### config.mk
export PLATFORM = sky130hd
export DESIGN_NAME = fp_add_issue_arbiter
export DESIGN_NICKNAME = d
export VERILOG_FILES = /design/src/rtl/fp_add_issue_arbiter.sv
export SDC_FILE = /design/constraint.sdc
export NUM_CORES = 1
export LEC_CHECK = 0
export BUFFER_PORTS_ARGS = -buffer_cell sky130_fd_sc_hd__buf_4
export CAP_MARGIN = 20
export CORE_MARGIN = 5
export CORE_UTILIZATION = 45
export CTS_BUF_LIST = sky130_fd_sc_hd__clkbuf_4 sky130_fd_sc_hd__clkbuf_8
export CTS_CLUSTER_DIAMETER = 200
export DETAILED_ROUTE_END_ITERATION = 12
export PLACE_DENSITY = 0.91
export SLEW_MARGIN = 20
export SYNTH_ARGS = -nofsm -noshare
export SYNTH_HDL_FRONTEND = slang
export SYNTH_SLANG_ARGS = --single-unit
### constraint.sdc
create_clock -name clk -period 3.66 [get_ports clk]
set_input_delay 0.183 -clock clk [delete_from_list [all_inputs] [get_ports clk]]
set_output_delay 0.183 -clock clk [all_outputs]
set_load 0.1 [all_outputs]
### src/rtl/fp_add_issue_arbiter.sv
// Two-port round-robin issue front end for a shared fixed-latency FP adder.
// An ownership tag rides alongside the adder latency so each result returns to its requester.
module fp_add_issue_arbiter #(
    parameter int SIZE_EXP  = 8,
    parameter int SIZE_MANT = 23,
    parameter int LATENCY   = 4,
    parameter int MAX_OUT   = 3
) (
    input  logic                          clk,
    input  logic                          rst,
    input  logic                          req0_valid,
    output logic                          req0_ready,
    input  logic [SIZE_EXP+SIZE_MANT:0]   req0_a,
    input  logic [SIZE_EXP+SIZE_MANT:0]   req0_b,
    input  logic                          req0_sub,
    input  logic                          req1_valid,
    output logic                          req1_ready,
    input  logic [SIZE_EXP+SIZE_MANT:0]   req1_a,
    input  logic [SIZE_EXP+SIZE_MANT:0]   req1_b,
    input  logic                          req1_sub,
    output logic                          iss_valid,
    output logic [SIZE_EXP+SIZE_MANT:0]   iss_a,
    output logic [SIZE_EXP+SIZE_MANT:0]   iss_b,
    output logic                          iss_sub,
    output logic                          iss_eff_op,
    output logic                          iss_near,
    output logic                          iss_tag,
    input  logic [SIZE_EXP+SIZE_MANT:0]   res_in,
    output logic                          rsp0_valid,
    output logic                          rsp1_valid,
    output logic [SIZE_EXP+SIZE_MANT:0]   rsp_data,
    output logic                          busy
);
    localparam int W = 1 + SIZE_EXP + SIZE_MANT;
    localparam logic [2:0] MAX_CNT = 3'(MAX_OUT);

    function automatic logic eff_op_f(input logic [W-1:0] a, input logic [W-1:0] b,
                                      input logic sub);
        return a[W-1] ^ b[W-1] ^ sub;
    endfunction

    // Difference is taken one bit wider than the exponent so 0 vs all-ones cannot alias to +/-1.
    function automatic logic near_f(input logic [W-1:0] a, input logic [W-1:0] b,
                                    input logic eff);
        logic signed [SIZE_EXP:0] diff;
        diff = $signed({1'b0, a[W-2 -: SIZE_EXP]}) - $signed({1'b0, b[W-2 -: SIZE_EXP]});
        return eff && ((diff == '0) || (diff == (SIZE_EXP+1)'(1)) || (diff == '1));
    endfunction

    logic [2:0]         cnt0, cnt1;
    logic               rr_ptr;
    logic               elig0, elig1, gnt0, gnt1, gnt_any;
    logic [W-1:0]       sel_a, sel_b;
    logic               sel_sub, sel_eff;
    logic [LATENCY-1:0] tag_vld_p, tag_own_p;

    assign elig0   = req0_valid && (cnt0 < MAX_CNT);
    assign elig1   = req1_valid && (cnt1 < MAX_CNT);
    assign gnt0    = elig0 && (!elig1 || !rr_ptr);
    assign gnt1    = elig1 && (!elig0 || rr_ptr);
    assign gnt_any = gnt0 || gnt1;

    assign req0_ready = gnt0;
    assign req1_ready = gnt1;

    always_comb begin
        sel_a   = req0_a;
        sel_b   = req0_b;
        sel_sub = req0_sub;
        if (gnt1) begin
            sel_a   = req1_a;
            sel_b   = req1_b;
            sel_sub = req1_sub;
        end
        sel_eff = eff_op_f(sel_a, sel_b, sel_sub);
    end

    // Arbitration state: pointer only moves when both ports compete.
    always_ff @(posedge clk) begin
        if (rst) begin
            rr_ptr <= 1'b0;
        end else if (elig0 && elig1) begin
            rr_ptr <= gnt0;
        end
    end

    // Issue stage: grant in cycle N appears on iss_* in cycle N+1.
    always_ff @(posedge clk) begin
        if (rst) begin
            iss_valid  <= 1'b0;
            iss_a      <= '0;
            iss_b      <= '0;
            iss_sub    <= 1'b0;
            iss_eff_op <= 1'b0;
            iss_near   <= 1'b0;
            iss_tag    <= 1'b0;
        end else begin
            iss_valid <= gnt_any;
            if (gnt_any) begin
                iss_a      <= sel_a;
                iss_b      <= sel_b;
                iss_sub    <= sel_sub;
                iss_eff_op <= sel_eff;
                iss_near   <= near_f(sel_a, sel_b, sel_eff);
                iss_tag    <= gnt1;
            end
        end
    end

    // Tag pipeline: last stage lines up with res_in for the matching issue.
    always_ff @(posedge clk) begin
        if (rst) begin
            tag_vld_p <= '0;
            tag_own_p <= '0;
        end else begin
            tag_vld_p[0] <= iss_valid;
            tag_own_p[0] <= iss_tag;
            for (int i = 1; i < LATENCY; i++) begin
                tag_vld_p[i] <= tag_vld_p[i-1];
                tag_own_p[i] <= tag_own_p[i-1];
            end
        end
    end

    // Response stage: capture adder result and route it to its owner.
    always_ff @(posedge clk) begin
        if (rst) begin
            rsp0_valid <= 1'b0;
            rsp1_valid <= 1'b0;
            rsp_data   <= '0;
        end else begin
            rsp0_valid <= tag_vld_p[LATENCY-1] && !tag_own_p[LATENCY-1];
            rsp1_valid <= tag_vld_p[LATENCY-1] &&  tag_own_p[LATENCY-1];
            if (tag_vld_p[LATENCY-1]) begin
                rsp_data <= res_in;
            end
        end
    end

    always_ff @(posedge clk) begin
        if (rst) begin
            cnt0 <= '0;
            cnt1 <= '0;
        end else begin
            case ({gnt0, rsp0_valid})
                2'b10:   cnt0 <= cnt0 + 3'd1;
                2'b01:   cnt0 <= cnt0 - 3'd1;
                default: cnt0 <= cnt0;
            endcase
            case ({gnt1, rsp1_valid})
                2'b10:   cnt1 <= cnt1 + 3'd1;
                2'b01:   cnt1 <= cnt1 - 3'd1;
                default: cnt1 <= cnt1;
            endcase
        end
    end

    assign busy = (|tag_vld_p) || iss_valid || rsp0_valid || rsp1_valid;

endmodule

After elaboration in Yosys (flattened, before gate mapping)
Index checks and enable logic that the tools add are counted.

word-level totals
  bits of input ports = 166
  bits in latches = 0
  word-level logic and storage cells = 59
  memories = 0
  RAM bits = 0
  flip-flop bits (word level) = 118
  ROM bits = 0

operators by class
  order comparisons = 2
  reduce and logical (&&, ||, !) cells = 24
  bitwise logic cells = 2
  equality and inequality tests = 6
  multiplexer cells = 5
  shifts and indexed selects = 0
  multipliers = 0
  div/mod/pow operators = 0
  $add $sub $neg = 5

operator list
  cell                                                         number
  2-to-1 mux 32 bit                                            2
  case mux 3 bit (2 select lines)                              2
  == test 9 x 2 -> 1 bit (second input constant)               1
  == test 9 bit (second input constant)                        1
  zero test 9 bit                                              1
  subtractor 8 x 8 -> 9 bit                                    1
  logical AND 1 bit                                            8
  logical OR 1 bit                                             8
  adder 3 x 1 -> 3 bit (second input constant)                 2
  less-than comparator 3 x 2 -> 1 bit (second input constant)  2
  subtractor 3 x 1 -> 3 bit (second input constant)            2
  == test 2 x 1 -> 1 bit (second input constant)               2
  == test 2 bit (second input constant)                        2
  zero test 1 bit                                              4
  nonzero test 2 bit                                           2
  OR reduction 4 bit                                           1
  bitwise XOR 1 bit                                            2
  2-to-1 mux 1 bit                                             1

Longest topological paths before layout
Gate-level depths: netlist of the first run.

  depth after elaboration = 11
  depth in mapped cells = 12
  depth with buffers taken out = 11

Worst setup path after synthesis of the first run
OpenSTA, ideal clock, no wires.

  path type = flip-flop to flip-flop
  start point = reg cnt0[1]
  end point = reg iss_near
  slack = 505 ps
  arrival = 3091 ps
  data required time = 3596 ps
  stages on the path, launching flop included = 13
  path buffers = 1
  period minus slack after synthesis = 3155 ps
  setup time = 64 ps
  cells stage by stage = dfxtp_1 > and2_1 > o311ai_4 > buf_2 > mux2_2 > ha_1 > fa_1 > nand2b_1 > a21o_1 > a211oi_1 > nand2_1 > or4_1 > nand3_1

between the ends
  word-level cells in the longest chain between the ends = 11
  elaborated cells on any way between the ends = 19

ends and longest elaborated chain
  what                                                       line  source
  start: declaration                                         50    logic [2:0] cnt0, cnt1;
  start signal: assignment                                   146   2'b10: cnt0 <= cnt0 + 3'd1;
  start signal: assignment                                   147   2'b01: cnt0 <= cnt0 - 3'd1;
  start signal: assignment                                   148   default: cnt0 <= cnt0;
  less-than comparator 3 x 2 -> 1 bit *                      57    assign elig0 = req0_valid && (cnt0 < MAX_CNT);
  logical AND 1 bit *                                        57
  zero test 1 bit *                                          60    assign gnt1 = elig1 && (!elig0 || rr_ptr);
  logical OR 1 bit *                                         60
  logical AND 1 bit *                                        60
  2-to-1 mux 32 bit *                                        70    if (gnt1) begin
  named net sel_b[23]                                        53    logic [W-1:0] sel_a, sel_b;
  subtractor 8 x 8 -> 9 bit *                                46    diff = $signed({1'b0, a[W-2 -: SIZE_EXP]}) - $signed({1'b0, b[W-2 -: SIZE_EXP]});
  == test 9 x 2 -> 1 bit or zero test 9 bit (tied branches)  47    return eff && ((diff == '0) || (diff == (SIZE_EXP+1)'(1)) || (diff == '1));
  logical OR 1 bit                                           47
  logical OR 1 bit *                                         47
  logical AND 1 bit *                                        47
  end signal: assignment                                     104   iss_near <= near_f(sel_a, sel_b, sel_eff);
  end: declaration                                           26    output logic iss_near,

The timed path passes the listed nets; every way through them passes the cells marked *.
A chain may end at the register's enable or synchronous reset.

Final worst setup path of the first run
  start point = reg cnt0[1]
  end point = reg iss_near

between the ends
  word-level cells in the longest chain between the ends = 11
  elaborated cells on any way between the ends = 19

ends and longest elaborated chain
  what                                                       line
  less-than comparator 3 x 2 -> 1 bit *                      57
  logical AND 1 bit *                                        57
  zero test 1 bit *                                          60
  logical OR 1 bit *                                         60
  logical AND 1 bit *                                        60
  2-to-1 mux 32 bit *                                        70
  named net sel_a[27]                                        53
  subtractor 8 x 8 -> 9 bit *                                46
  == test 9 x 2 -> 1 bit or zero test 9 bit (tied branches)  47
  logical OR 1 bit                                           47
  logical OR 1 bit *                                         47
  logical AND 1 bit *                                        47

Marked as above.

==> results of run 1 <==
[logic make-up (layout without fill, tap and decap cells)]
| family | Yosys count | after routing | synth area share [%] |
|---|---|---|---|
| flops | 118 | 118 | 45.2 |
| mux | 55 | 55 | 10.7 |
| buf+inv | 56 | 353 | 4.26 |
| simple gates | 258 | 258 | 20.7 |
| fa+ha+maj | 14 | 14 | 3.78 |
| compound gates | 85 | 85 | 13.2 |
| xor+xnor | 13 | 13 | 2.18 |
[final cells by class]
type / instances / area, sq um / area share, %
Clock buffer: 19 / 255 / 3.18
Clock inverter: 13 / 123 / 1.53
Inverter: 12 / 45.0 / 0.562
Multi-Input combinational cell: 425 / 2640 / 33.0
Sequential cell: 118 / 2360 / 29.5
Tap cell: 143 / 179 / 2.23
Timing Repair Buffer: 309 / 2410 / 30.1
[power breakdown]
part           switching (mW)  internal [mW]
Sequential             0.0497           1.37
Combinational           0.877          0.389
Clock                   0.569          0.568
[layer usage]
metal,vias to the layer above,part of all wire [%]
met5,-,0
met4,0,2.7
met3,41,10
met2,271,50
met1,2522,37
li1,2631,-
[how the worst max path moves through the flow]
stage,start,endpoint,slack (ns),depth (start not counted)
after CTS,cnt0[1]$_SDFFE_PP0P_,iss_near$_SDFFE_PP0P_,0.32,11
after detailed placement,cnt0[1]$_SDFFE_PP0P_,iss_near$_SDFFE_PP0P_,0.37,11
after floorplan,cnt0[1]$_SDFFE_PP0P_,iss_near$_SDFFE_PP0P_,0.50,12
after global placement,cnt0[1]$_SDFFE_PP0P_,iss_near$_SDFFE_PP0P_,0.43,11
after global routing,cnt0[1]$_SDFFE_PP0P_,iss_near$_SDFFE_PP0P_,0.06,12
final,cnt0[1]$_SDFFE_PP0P_,iss_near$_SDFFE_PP0P_,0.33,11
[through the flow]
step                power (mW)  area (sq um)  hold WS, ns  utilization [%]  setup WS (ns)
floorplan                 2.33          5230        0.330                -          0.505
global placement          2.66          7320        0.394             64.1          0.427
detailed placement        2.68          7320        0.407             64.1          0.369
CTS                       3.83          8000      0.00112             70.1          0.319
global route              3.99          8020      0.00243             70.2         0.0568
finish                    3.82          8020      0.00410             70.2          0.327
[flip-flops by register name, summed over array words and instances (netlist names)]
signal / flops
iss_a: 32
rsp_data: 32
cnt0: 3
cnt1: 3
tag_vld_p: 4
iss_near: 1
iss_sub: 1
iss_eff_op: 1
iss_valid: 1
iss_tag: 1
iss_b: 32
rr_ptr: 1
rsp0_valid: 1
rsp1_valid: 1
tag_own_p: 4
[cell usage after synthesis (7+ instances only)]
master                       n  share of area [%]
sky130_fd_sc_hd__dfxtp_1   118                 45
sky130_fd_sc_hd__inv_1      12               0.86
sky130_fd_sc_hd__a211oi_1   12                1.7
sky130_fd_sc_hd__buf_2      10               0.96
sky130_fd_sc_hd__nor2b_1    12                1.4
sky130_fd_sc_hd__mux2i_1    48                9.2
sky130_fd_sc_hd__buf_1       7               0.50
sky130_fd_sc_hd__ha_1       11                2.6
sky130_fd_sc_hd__xor2_1      7                1.2
sky130_fd_sc_hd__a311oi_1   49                8.2
sky130_fd_sc_hd__a21oi_1     9               0.86
sky130_fd_sc_hd__clkbuf_1   27                1.9
sky130_fd_sc_hd__mux2_2      7                1.5
sky130_fd_sc_hd__nor2_1    111                8.0
sky130_fd_sc_hd__nand2_1   108                7.8
[worst max-delay path: stages, from the launching register on]
cell and delay [ns]:
sky130_fd_sc_hd__dfxtp_1 0.32, sky130_fd_sc_hd__and2_1 0.19, sky130_fd_sc_hd__o311ai_4 0.26, sky130_fd_sc_hd__buf_4 0.31
sky130_fd_sc_hd__mux2_2 0.39, sky130_fd_sc_hd__ha_1 0.38, sky130_fd_sc_hd__nor2b_1 0.18, sky130_fd_sc_hd__a221o_1 0.32
sky130_fd_sc_hd__a211oi_1 0.27, sky130_fd_sc_hd__nand2_1 0.08, sky130_fd_sc_hd__or4_1 0.42, sky130_fd_sc_hd__nand3_1 0.11
==> report_table.html, run 1 <==
<table>
<tr><th>Metric</th><th>Value</th></tr>
<tr><th colspan="2">Outcome</th></tr>
<tr><td>Status</td><td>finished, final reports clean</td></tr>
<tr><th colspan="2">Drt</th></tr>
<tr><td>Vias per cell</td><td>approximately 5.3</td></tr>
<tr><td>DRT iter0 DRCs</td><td>446</td></tr>
<tr><td>Count of unresolved DRC violations after routing</td><td>0</td></tr>
<tr><td>Detailed Route WL</td><td>18.4 mm</td></tr>
<tr><td>Total vias in the final route</td><td>5,465</td></tr>
<tr><td>Avg WL per Cell</td><td>17.7 microns</td></tr>
<tr><td>Post-DRT Antenna Nets</td><td>0</td></tr>
<tr><td>Detailed Routing Iterations Pass 1</td><td>5</td></tr>
<tr><th colspan="2">Die</th></tr>
<tr><td>Die height</td><td>approximately 120 microns</td></tr>
<tr><td>Placeable core region</td><td>approximately 0.011 sq mm</td></tr>
<tr><td>Floorplan die area</td><td>0.0139 sq mm</td></tr>
<tr><td>I/O pins</td><td>between 200 and 300</td></tr>
<tr><td>Standard-cell row count</td><td>39</td></tr>
<tr><td>Chip width</td><td>about 120 microns</td></tr>
<tr><td>Effective utilization at floorplan</td><td>45.8%</td></tr>
<tr><th colspan="2">Yosys</th></tr>
<tr><td>Leading register cell type out of synthesis</td><td>sky130_fd_sc_hd__dfxtp_1</td></tr>
<tr><td>Number of enable-type register cells in the synthesized netlist</td><td>0</td></tr>
<tr><td>Yosys synthesis warning count</td><td>0</td></tr>
<tr><td>Number of distinct library cells after synthesis</td><td>between 40 and 50</td></tr>
<tr><td>Share of async-settable or async-resettable flops after synthesis</td><td>0%</td></tr>
<tr><td>Post-Synthesis Cells</td><td>about 600</td></tr>
<tr><td>Sequential fraction of the synthesis area</td><td>between 40% and 50%</td></tr>
<tr><td>Nets in the synthesized netlist</td><td>779</td></tr>
<tr><td>Synthesized cell area</td><td>0.00523 sq mm</td></tr>
<tr><td>Post-Syn Area per Cell</td><td>roughly 8.7 sq um</td></tr>
<tr><td>Flip-flop and latch count after synthesis</td><td>118</td></tr>
<tr><th colspan="2">Global route</th></tr>
<tr><td>Met1 Usage GRT</td><td>27.1%</td></tr>
<tr><td>Vias in the first global route</td><td>5,397</td></tr>
<tr><td>Met3 track utilization from global routing</td><td>10.6%</td></tr>
<tr><td>Number of antenna violations at the first check in global routing</td><td>0</td></tr>
<tr><td>Overall global routing resource usage</td><td>roughly a quarter</td></tr>
<tr><td>Global-route congestion overflow total</td><td>0</td></tr>
<tr><td>Global-route wire length before repair</td><td>28.4 mm</td></tr>
<tr><td>Met2 GRT Util</td><td>44.8%</td></tr>
<tr><td>GRT Max-Usage Layer</td><td>met2</td></tr>
<tr><td>Pin count of the biggest net entering global routing</td><td>between 70 and 80</td></tr>
<tr><th colspan="2">Clock tree</th></tr>
<tr><td>Number of buffers created by CTS</td><td>17</td></tr>
<tr><td>TritonCTS clock tree</td><td>done</td></tr>
<tr><td>Max clock buf depth</td><td>2</td></tr>
<tr><td>Total setup buffers inserted after CTS</td><td>0</td></tr>
<tr><td>Clock latency on the worst-skew pair</td><td>0.43 ns</td></tr>
<tr><td>CTS clock-pin slew for the worst setup and hold paths</td><td>0.09 ns</td></tr>
<tr><td>Number of clock sinks seen by CTS</td><td>~120</td></tr>
<tr><td>Cells resized by post-CTS repair</td><td>0</td></tr>
<tr><td>H-tree depth</td><td>4</td></tr>
<tr><td>Cell at the root of the clock tree</td><td>sky130_fd_sc_hd__clkbuf_8</td></tr>
<tr><td>Post-CTS Hold Fix Bufs</td><td>30</td></tr>
<tr><th colspan="2">Min path</th></tr>
<tr><td>Hold worst-path end</td><td>rsp_data[10]$_SDFFE_PP0P_</td></tr>
<tr><td>Count of cells along the worst hold path</td><td>3</td></tr>
<tr><td>Hold path startpoint</td><td>res_in[10]</td></tr>
<tr><td>Path category of the worst min-delay check</td><td>in2reg</td></tr>
<tr><th colspan="2">Layout</th></tr>
<tr><td>Nets@finish</td><td>1,063</td></tr>
<tr><td>Area delta synth-&gt;final</td><td>53.5%</td></tr>
<tr><td>Layout fillers</td><td>849</td></tr>
<tr><td>Ant. Diodes</td><td>0</td></tr>
<tr><td>Leading cell type in the layout, fill and taps excluded</td><td>sky130_fd_sc_hd__buf_4</td></tr>
<tr><td>Fraction of layout cells with a size suffix above 1</td><td>a little over a third</td></tr>
<tr><td>Non-filler instance count after layout</td><td>1,039</td></tr>
<tr><td>Most frequent cells in the layout</td><td>sky130_fd_sc_hd__buf_4 (276), sky130_fd_sc_hd__dfxtp_1 (117), sky130_fd_sc_hd__nor2_1 (111)</td></tr>
<tr><th colspan="2">Timing</th></tr>
<tr><td>Final max-slew violation count</td><td>0</td></tr>
<tr><td>Final clock period utilization by the worst path</td><td>91.1%</td></tr>
<tr><td>Setup clock skew after layout</td><td>approximately 0.013 ns</td></tr>
<tr><td>Max Clk Rate</td><td>300 MHz</td></tr>
<tr><td>Worst-case headroom to the max-slew limit</td><td>roughly half</td></tr>
<tr><td>RSZ-0062 raised after global routing</td><td>no</td></tr>
<tr><td>Setup violation total in the final timing report</td><td>0</td></tr>
<tr><td>Worst Tran Pin Value</td><td>0.767 ns</td></tr>
<tr><td>Final Hold Viols</td><td>0</td></tr>
<tr><td>Tmin final</td><td>3.33 ns</td></tr>
<tr><td>Sum of negative setup slack</td><td>0 ns</td></tr>
<tr><th colspan="2">Setup path</th></tr>
<tr><td>Critical path startpoint category</td><td>flip-flop</td></tr>
<tr><td>Reg-to-reg slack, setup</td><td>0.33 ns</td></tr>
<tr><td>Maximum fanout along the worst path</td><td>15</td></tr>
<tr><td>Signal arrival time at the worst endpoint</td><td>3.69 ns</td></tr>
<tr><td>Crit path required time</td><td>4.02 ns</td></tr>
<tr><td>Logic depth of the worst register-to-register path</td><td>11</td></tr>
<tr><td>Worst flop-to-flop path endpoint</td><td>iss_near$_SDFFE_PP0P_</td></tr>
<tr><td>Launching point of the worst reg2reg path</td><td>cnt0[1]$_SDFFE_PP0P_</td></tr>
<tr><td>Critical path class</td><td>reg2reg</td></tr>
<tr><td>Capturing element type of the critical path</td><td>flip-flop</td></tr>
<tr><th colspan="2">Placed design</th></tr>
<tr><td>Final estimated routing congestion in global placement</td><td>between 0.9 and 1</td></tr>
<tr><td>Post-DP HPWL</td><td>12.6 mm</td></tr>
<tr><td>Total instance count after detailed placement</td><td>975</td></tr>
<tr><td>PortBufs</td><td>271</td></tr>
<tr><th colspan="2">Pwr</th></tr>
<tr><td>Worst VDD drop</td><td>roughly 380 uV</td></tr>
<tr><td>Leakage component of the power</td><td>3.75 nW</td></tr>
<tr><td>Power per standard cell area</td><td>476 mW/mm^2</td></tr>
<tr><th colspan="2">Flow run</th></tr>
<tr><td>Max Cap Violations</td><td>0</td></tr>
</table>
No activity file was read; power rests on OpenSTA's default activity.
==> run 2, diff against run 1 <==
==> constraint.sdc (replaced) <==
create_clock -name clk -period 3.66 [get_ports clk]
set_input_delay 0.183 -clock clk [delete_from_list [all_inputs] [get_ports clk]]
set_output_delay 0.183 -clock clk [all_outputs]
set_load 0.005 [all_outputs]
==> run 2 against run 1 <==
Compared with the run above:
- sequential share of layout area decreased by 2.3 points
- largest cell class is now buffers
- critical path depth increased by 1
- highest routed layer unchanged
- fmax increased by 2.1%
- routed wire length increased by 13%
- setup slack improved by 0.069 ns
==> report_table.html, run 2 (synthesis gave the netlist of run 1 again) <==
<table>
<tr><th>Metric</th><th>Value</th></tr>
<tr><th colspan="2">Global route</th></tr>
<tr><td>Vias in the first global route</td><td>6,302 (was 5,397)</td></tr>
<tr><td>Global-route wire length before repair</td><td>32.9 mm (was 28.4 mm)</td></tr>
<tr><td>Pin count of the biggest net entering global routing</td><td>74 (was 71)</td></tr>
<tr><td>Number of antenna violations at the first check in global routing</td><td>1 (was 0)</td></tr>
<tr><td>Overall global routing resource usage</td><td>29.3% (was 25.4%)</td></tr>
<tr><td>Global-route congestion overflow total</td><td>0 (unchanged)</td></tr>
<tr><th colspan="2">Pwr</th></tr>
<tr><td>Internal power summed over all cells</td><td>2.37 mW (was 2.32 mW)</td></tr>
<tr><td>Switching power share of the total</td><td>30.5% (was 39.2%)</td></tr>
<tr><td>Clock network fraction of design power</td><td>34.3% (was 29.8%)</td></tr>
<tr><td>Net switching power</td><td>1.04 mW (was 1.50 mW)</td></tr>
<tr><td>Share of power burned in registers</td><td>41.8% (was 37.1%)</td></tr>
<tr><td>Leakage component of the power</td><td>4.09 nW (was 3.75 nW)</td></tr>
<tr><td>Worst VDD drop</td><td>311 uV (was 384 uV)</td></tr>
<tr><td>Logic gate share of total power</td><td>23.9% (was 33.2%)</td></tr>
<tr><td>Power per standard cell area</td><td>391 mW/mm^2 (was 476 mW/mm^2)</td></tr>
<tr><th colspan="2">Die</th></tr>
<tr><td>Chip width</td><td>118 microns (unchanged)</td></tr>
<tr><td>Floorplan die area</td><td>0.0139 sq mm (unchanged)</td></tr>
<tr><td>Placeable core region</td><td>0.0114 sq mm (unchanged)</td></tr>
<tr><td>Standard-cell row count</td><td>39 (unchanged)</td></tr>
<tr><td>Die height</td><td>118 microns (unchanged)</td></tr>
<tr><td>Effective utilization at floorplan</td><td>45.8% (unchanged)</td></tr>
<tr><td>I/O pins</td><td>272 (unchanged)</td></tr>
<tr><th colspan="2">Clock tree</th></tr>
<tr><td>H-tree depth</td><td>4 (unchanged)</td></tr>
<tr><td>Number of clock sinks seen by CTS</td><td>118 (unchanged)</td></tr>
<tr><td>Max clock buf depth</td><td>2 (unchanged)</td></tr>
<tr><td>Clock latency on the worst-skew pair</td><td>0.44 ns (was 0.43 ns)</td></tr>
<tr><td>CTS clock-pin slew for the worst setup and hold paths</td><td>0.08 ns (was 0.09 ns)</td></tr>
<tr><td>Cell at the root of the clock tree</td><td>sky130_fd_sc_hd__clkbuf_8 (unchanged)</td></tr>
<tr><td>TritonCTS clock tree</td><td>done (unchanged)</td></tr>
<tr><td>Number of buffers created by CTS</td><td>17 (unchanged)</td></tr>
<tr><td>Total setup buffers inserted after CTS</td><td>0 (unchanged)</td></tr>
<tr><th colspan="2">Drt</th></tr>
<tr><td>Avg WL per Cell</td><td>18.7 microns (was 17.7 microns)</td></tr>
<tr><td>DRT iter0 DRCs</td><td>591 (was 446)</td></tr>
<tr><td>Total vias in the final route</td><td>5,950 (was 5,465)</td></tr>
<tr><td>Detailed Routing Iterations Pass 1</td><td>5 (unchanged)</td></tr>
<tr><td>Count of unresolved DRC violations after routing</td><td>0 (unchanged)</td></tr>
<tr><td>Detailed Route WL</td><td>20.8 mm (was 18.4 mm)</td></tr>
<tr><td>Post-DRT Antenna Nets</td><td>0 (unchanged)</td></tr>
<tr><td>Vias per cell</td><td>5.37 (was 5.26)</td></tr>
<tr><th colspan="2">Min path</th></tr>
<tr><td>Path category of the worst min-delay check</td><td>in2reg (unchanged)</td></tr>
<tr><td>Count of cells along the worst hold path</td><td>3 (unchanged)</td></tr>
<tr><td>Hold path startpoint</td><td>req1_a[20] (was res_in[10])</td></tr>
<tr><td>Hold worst-path end</td><td>iss_a[20]$_SDFFE_PP0P_ (was rsp_data[10]$_SDFFE_PP0P_)</td></tr>
<tr><th colspan="2">Setup path</th></tr>
<tr><td>Capturing element type of the critical path</td><td>flip-flop (unchanged)</td></tr>
<tr><td>Critical path startpoint category</td><td>flip-flop (unchanged)</td></tr>
<tr><td>Critical path class</td><td>reg2reg (unchanged)</td></tr>
<tr><td>Logic depth of the worst register-to-register path</td><td>12 (was 11)</td></tr>
<tr><td>Reg-to-reg slack, setup</td><td>0.40 ns (was 0.33 ns)</td></tr>
<tr><td>Maximum fanout along the worst path</td><td>9 (was 15)</td></tr>
<tr><td>Signal arrival time at the worst endpoint</td><td>3.64 ns (was 3.69 ns)</td></tr>
<tr><td>Launching point of the worst reg2reg path</td><td>cnt0[1]$_SDFFE_PP0P_ (unchanged)</td></tr>
<tr><td>Crit path required time</td><td>4.03 ns (was 4.02 ns)</td></tr>
<tr><td>Worst flop-to-flop path endpoint</td><td>iss_near$_SDFFE_PP0P_ (unchanged)</td></tr>
<tr><th colspan="2">Layout</th></tr>
<tr><td>Registers with the highest flip-flop counts</td><td>iss_a: 32 flops, iss_b: 32 flops, rsp_data: 32 flops (unchanged)</td></tr>
<tr><td>Most frequent cells in the layout</td><td>sky130_fd_sc_hd__buf_4 (276), sky130_fd_sc_hd__dfxtp_1 (117), sky130_fd_sc_hd__nor2_1 (111) (unchanged)</td></tr>
<tr><td>Area delta synth-&gt;final</td><td>66.8% (was 53.5%)</td></tr>
<tr><td>Leading cell type in the layout, fill and taps excluded</td><td>sky130_fd_sc_hd__buf_4 (unchanged)</td></tr>
<tr><td>Core utilization of the finished layout</td><td>76.3% (was 70.2%)</td></tr>
<tr><td>Fraction of layout cells with a size suffix above 1</td><td>33.3% (was 35.8%)</td></tr>
<tr><td>Nets@finish</td><td>1,132 (was 1,063)</td></tr>
<tr><td>Layout fillers</td><td>704 (was 849)</td></tr>
<tr><th colspan="2">Timing</th></tr>
<tr><td>Final max-slew violation count</td><td>0 (unchanged)</td></tr>
<tr><td>Tmin final</td><td>3.26 ns (was 3.33 ns)</td></tr>
<tr><td>Sum of negative setup slack</td><td>0 ns (unchanged)</td></tr>
<tr><td>Worst-case headroom to the max-slew limit</td><td>32.3% (was 48.9%)</td></tr>
<tr><td>Max Clk Rate</td><td>306 MHz (was 300 MHz)</td></tr>
<tr><td>Worst Tran Pin Value</td><td>1.02 ns (was 0.767 ns)</td></tr>
<tr><td>Setup violation total in the final timing report</td><td>0 (unchanged)</td></tr>
<tr><td>Final Hold Viols</td><td>0 (unchanged)</td></tr>
<tr><td>Final clock period utilization by the worst path</td><td>89.2% (was 91.1%)</td></tr>
<tr><td>Setup clock skew after layout</td><td>0.0105 ns (was 0.0126 ns)</td></tr>
<tr><td>RSZ-0062 raised after global routing</td><td>no (unchanged)</td></tr>
<tr><th colspan="2">Flow run</th></tr>
<tr><td>Max Cap Violations</td><td>0 (unchanged)</td></tr>
<tr><th colspan="2">Placed design</th></tr>
<tr><td>Final estimated routing congestion in global placement</td><td>0.910 (was 0.955)</td></tr>
<tr><td>PortBufs</td><td>271 (unchanged)</td></tr>
<tr><td>Post-DP HPWL</td><td>12.6 mm (about the same)</td></tr>
<tr><th colspan="2">Outcome</th></tr>
<tr><td>Status</td><td>finished, final reports clean (unchanged)</td></tr>
</table>
-- run 2: changes by cell type in the layout (fill, tap and decap cells not counted) --
cell / before / now
sky130_fd_sc_hd__dlygate4sd3_1: 32 / 101
sky130_fd_sc_hd__clkbuf_8: 18 / 17
sky130_fd_sc_hd__clkinvlp_4: 4 / 2
sky130_fd_sc_hd__clkbuf_4: 1 / 0
sky130_fd_sc_hd__inv_8: 0 / 1
sky130_fd_sc_hd__diode_2: 0 / 1
sky130_fd_sc_hd__inv_6: 3 / 6
-- run 2: power by group through the flow --
stage	registers, mW	clock network [mW]	logic (mW)
after floorplan	1.44	0	0.340
after global placement	1.44	0	0.665
after detailed placement	1.45	0	0.678
after CTS	1.42	1.18	0.791
after global routing	1.43	1.25	0.882
final	1.42	1.17	0.813
-- run 2: final cells by class --
class / count / area [sq um] / area share (%)
antenna: 1 / 2.50 / 0.0287
clock buffer: 17 / 234 / 2.68
clock inverter: 15 / 145 / 1.67
inverter: 12 / 45.0 / 0.517
multi-input combinational: 425 / 2640 / 30.3
sequential: 118 / 2360 / 27.1
tap: 143 / 179 / 2.05
timing repair buffer: 378 / 3100 / 35.6
-- run 2: timing repair --
item,CTS,global route
hold buffers,101,0
hold endpoints to repair,70,0
gates resized for setup,0,0
-- run 2: how the worst max path moves through the flow --
stage / to / cells past startpoint / startpoint
after floorplan: iss_near$_SDFFE_PP0P_ / 12 / cnt0[1]$_SDFFE_PP0P_
after global placement: iss_near$_SDFFE_PP0P_ / 12 / cnt0[1]$_SDFFE_PP0P_
after detailed placement: iss_near$_SDFFE_PP0P_ / 12 / cnt0[1]$_SDFFE_PP0P_
after CTS: iss_near$_SDFFE_PP0P_ / 12 / cnt0[0]$_SDFFE_PP0P_
after global routing: iss_near$_SDFFE_PP0P_ / 12 / cnt0[0]$_SDFFE_PP0P_
final: iss_near$_SDFFE_PP0P_ / 12 / cnt0[1]$_SDFFE_PP0P_
-- run 2: routing by layer --
metal / vias up / global-route usage [%] / wire length [microns]
met1: 2753 / 32.3 / 7600
met5: - / 0 / 0
li1: 2783 / - / -
met4: 0 / 14.4 / 902
met2: 343 / 50.5 / 10300
met3: 71 / 9.51 / 1930
-- run 2: stage by stage --
| step | std cells | instance area [sq um] | setup slack, ns | power (mW) | hold slack, ns |
|---|---|---|---|---|---|
| 3_3_place_gp | 975 | 7320 | 0.452 | 2.11 | 0.395 |
| 3_5_place_dp | 975 | 7320 | 0.418 | 2.12 | 0.409 |
| 4_1_cts | 1108 | 8710 | 0.371 | 3.39 | 0.000115 |
| 6_report | 1109 | 8720 | 0.396 | 3.40 | 0.0289 |
| 5_1_grt | 1109 | 8720 | 0.213 | 3.56 | 0.0168 |
| 2_1_floorplan | 599 | 5230 | 0.507 | 1.78 | 0.330 |
-- run 2: worst max-delay path: stages, from the launching register on --
cell and delay, ns:
sky130_fd_sc_hd__dfxtp_1 0.32, sky130_fd_sc_hd__and2_1 0.20, sky130_fd_sc_hd__o311ai_4 0.26, sky130_fd_sc_hd__buf_4 0.25, sky130_fd_sc_hd__mux2_2 0.37, sky130_fd_sc_hd__ha_1 0.20, sky130_fd_sc_hd__fa_1 0.40, sky130_fd_sc_hd__nand2b_1 0.20
sky130_fd_sc_hd__a21o_1 0.17, sky130_fd_sc_hd__a211oi_1 0.27, sky130_fd_sc_hd__nand2_1 0.07, sky130_fd_sc_hd__or4_1 0.39, sky130_fd_sc_hd__nand3_1 0.10
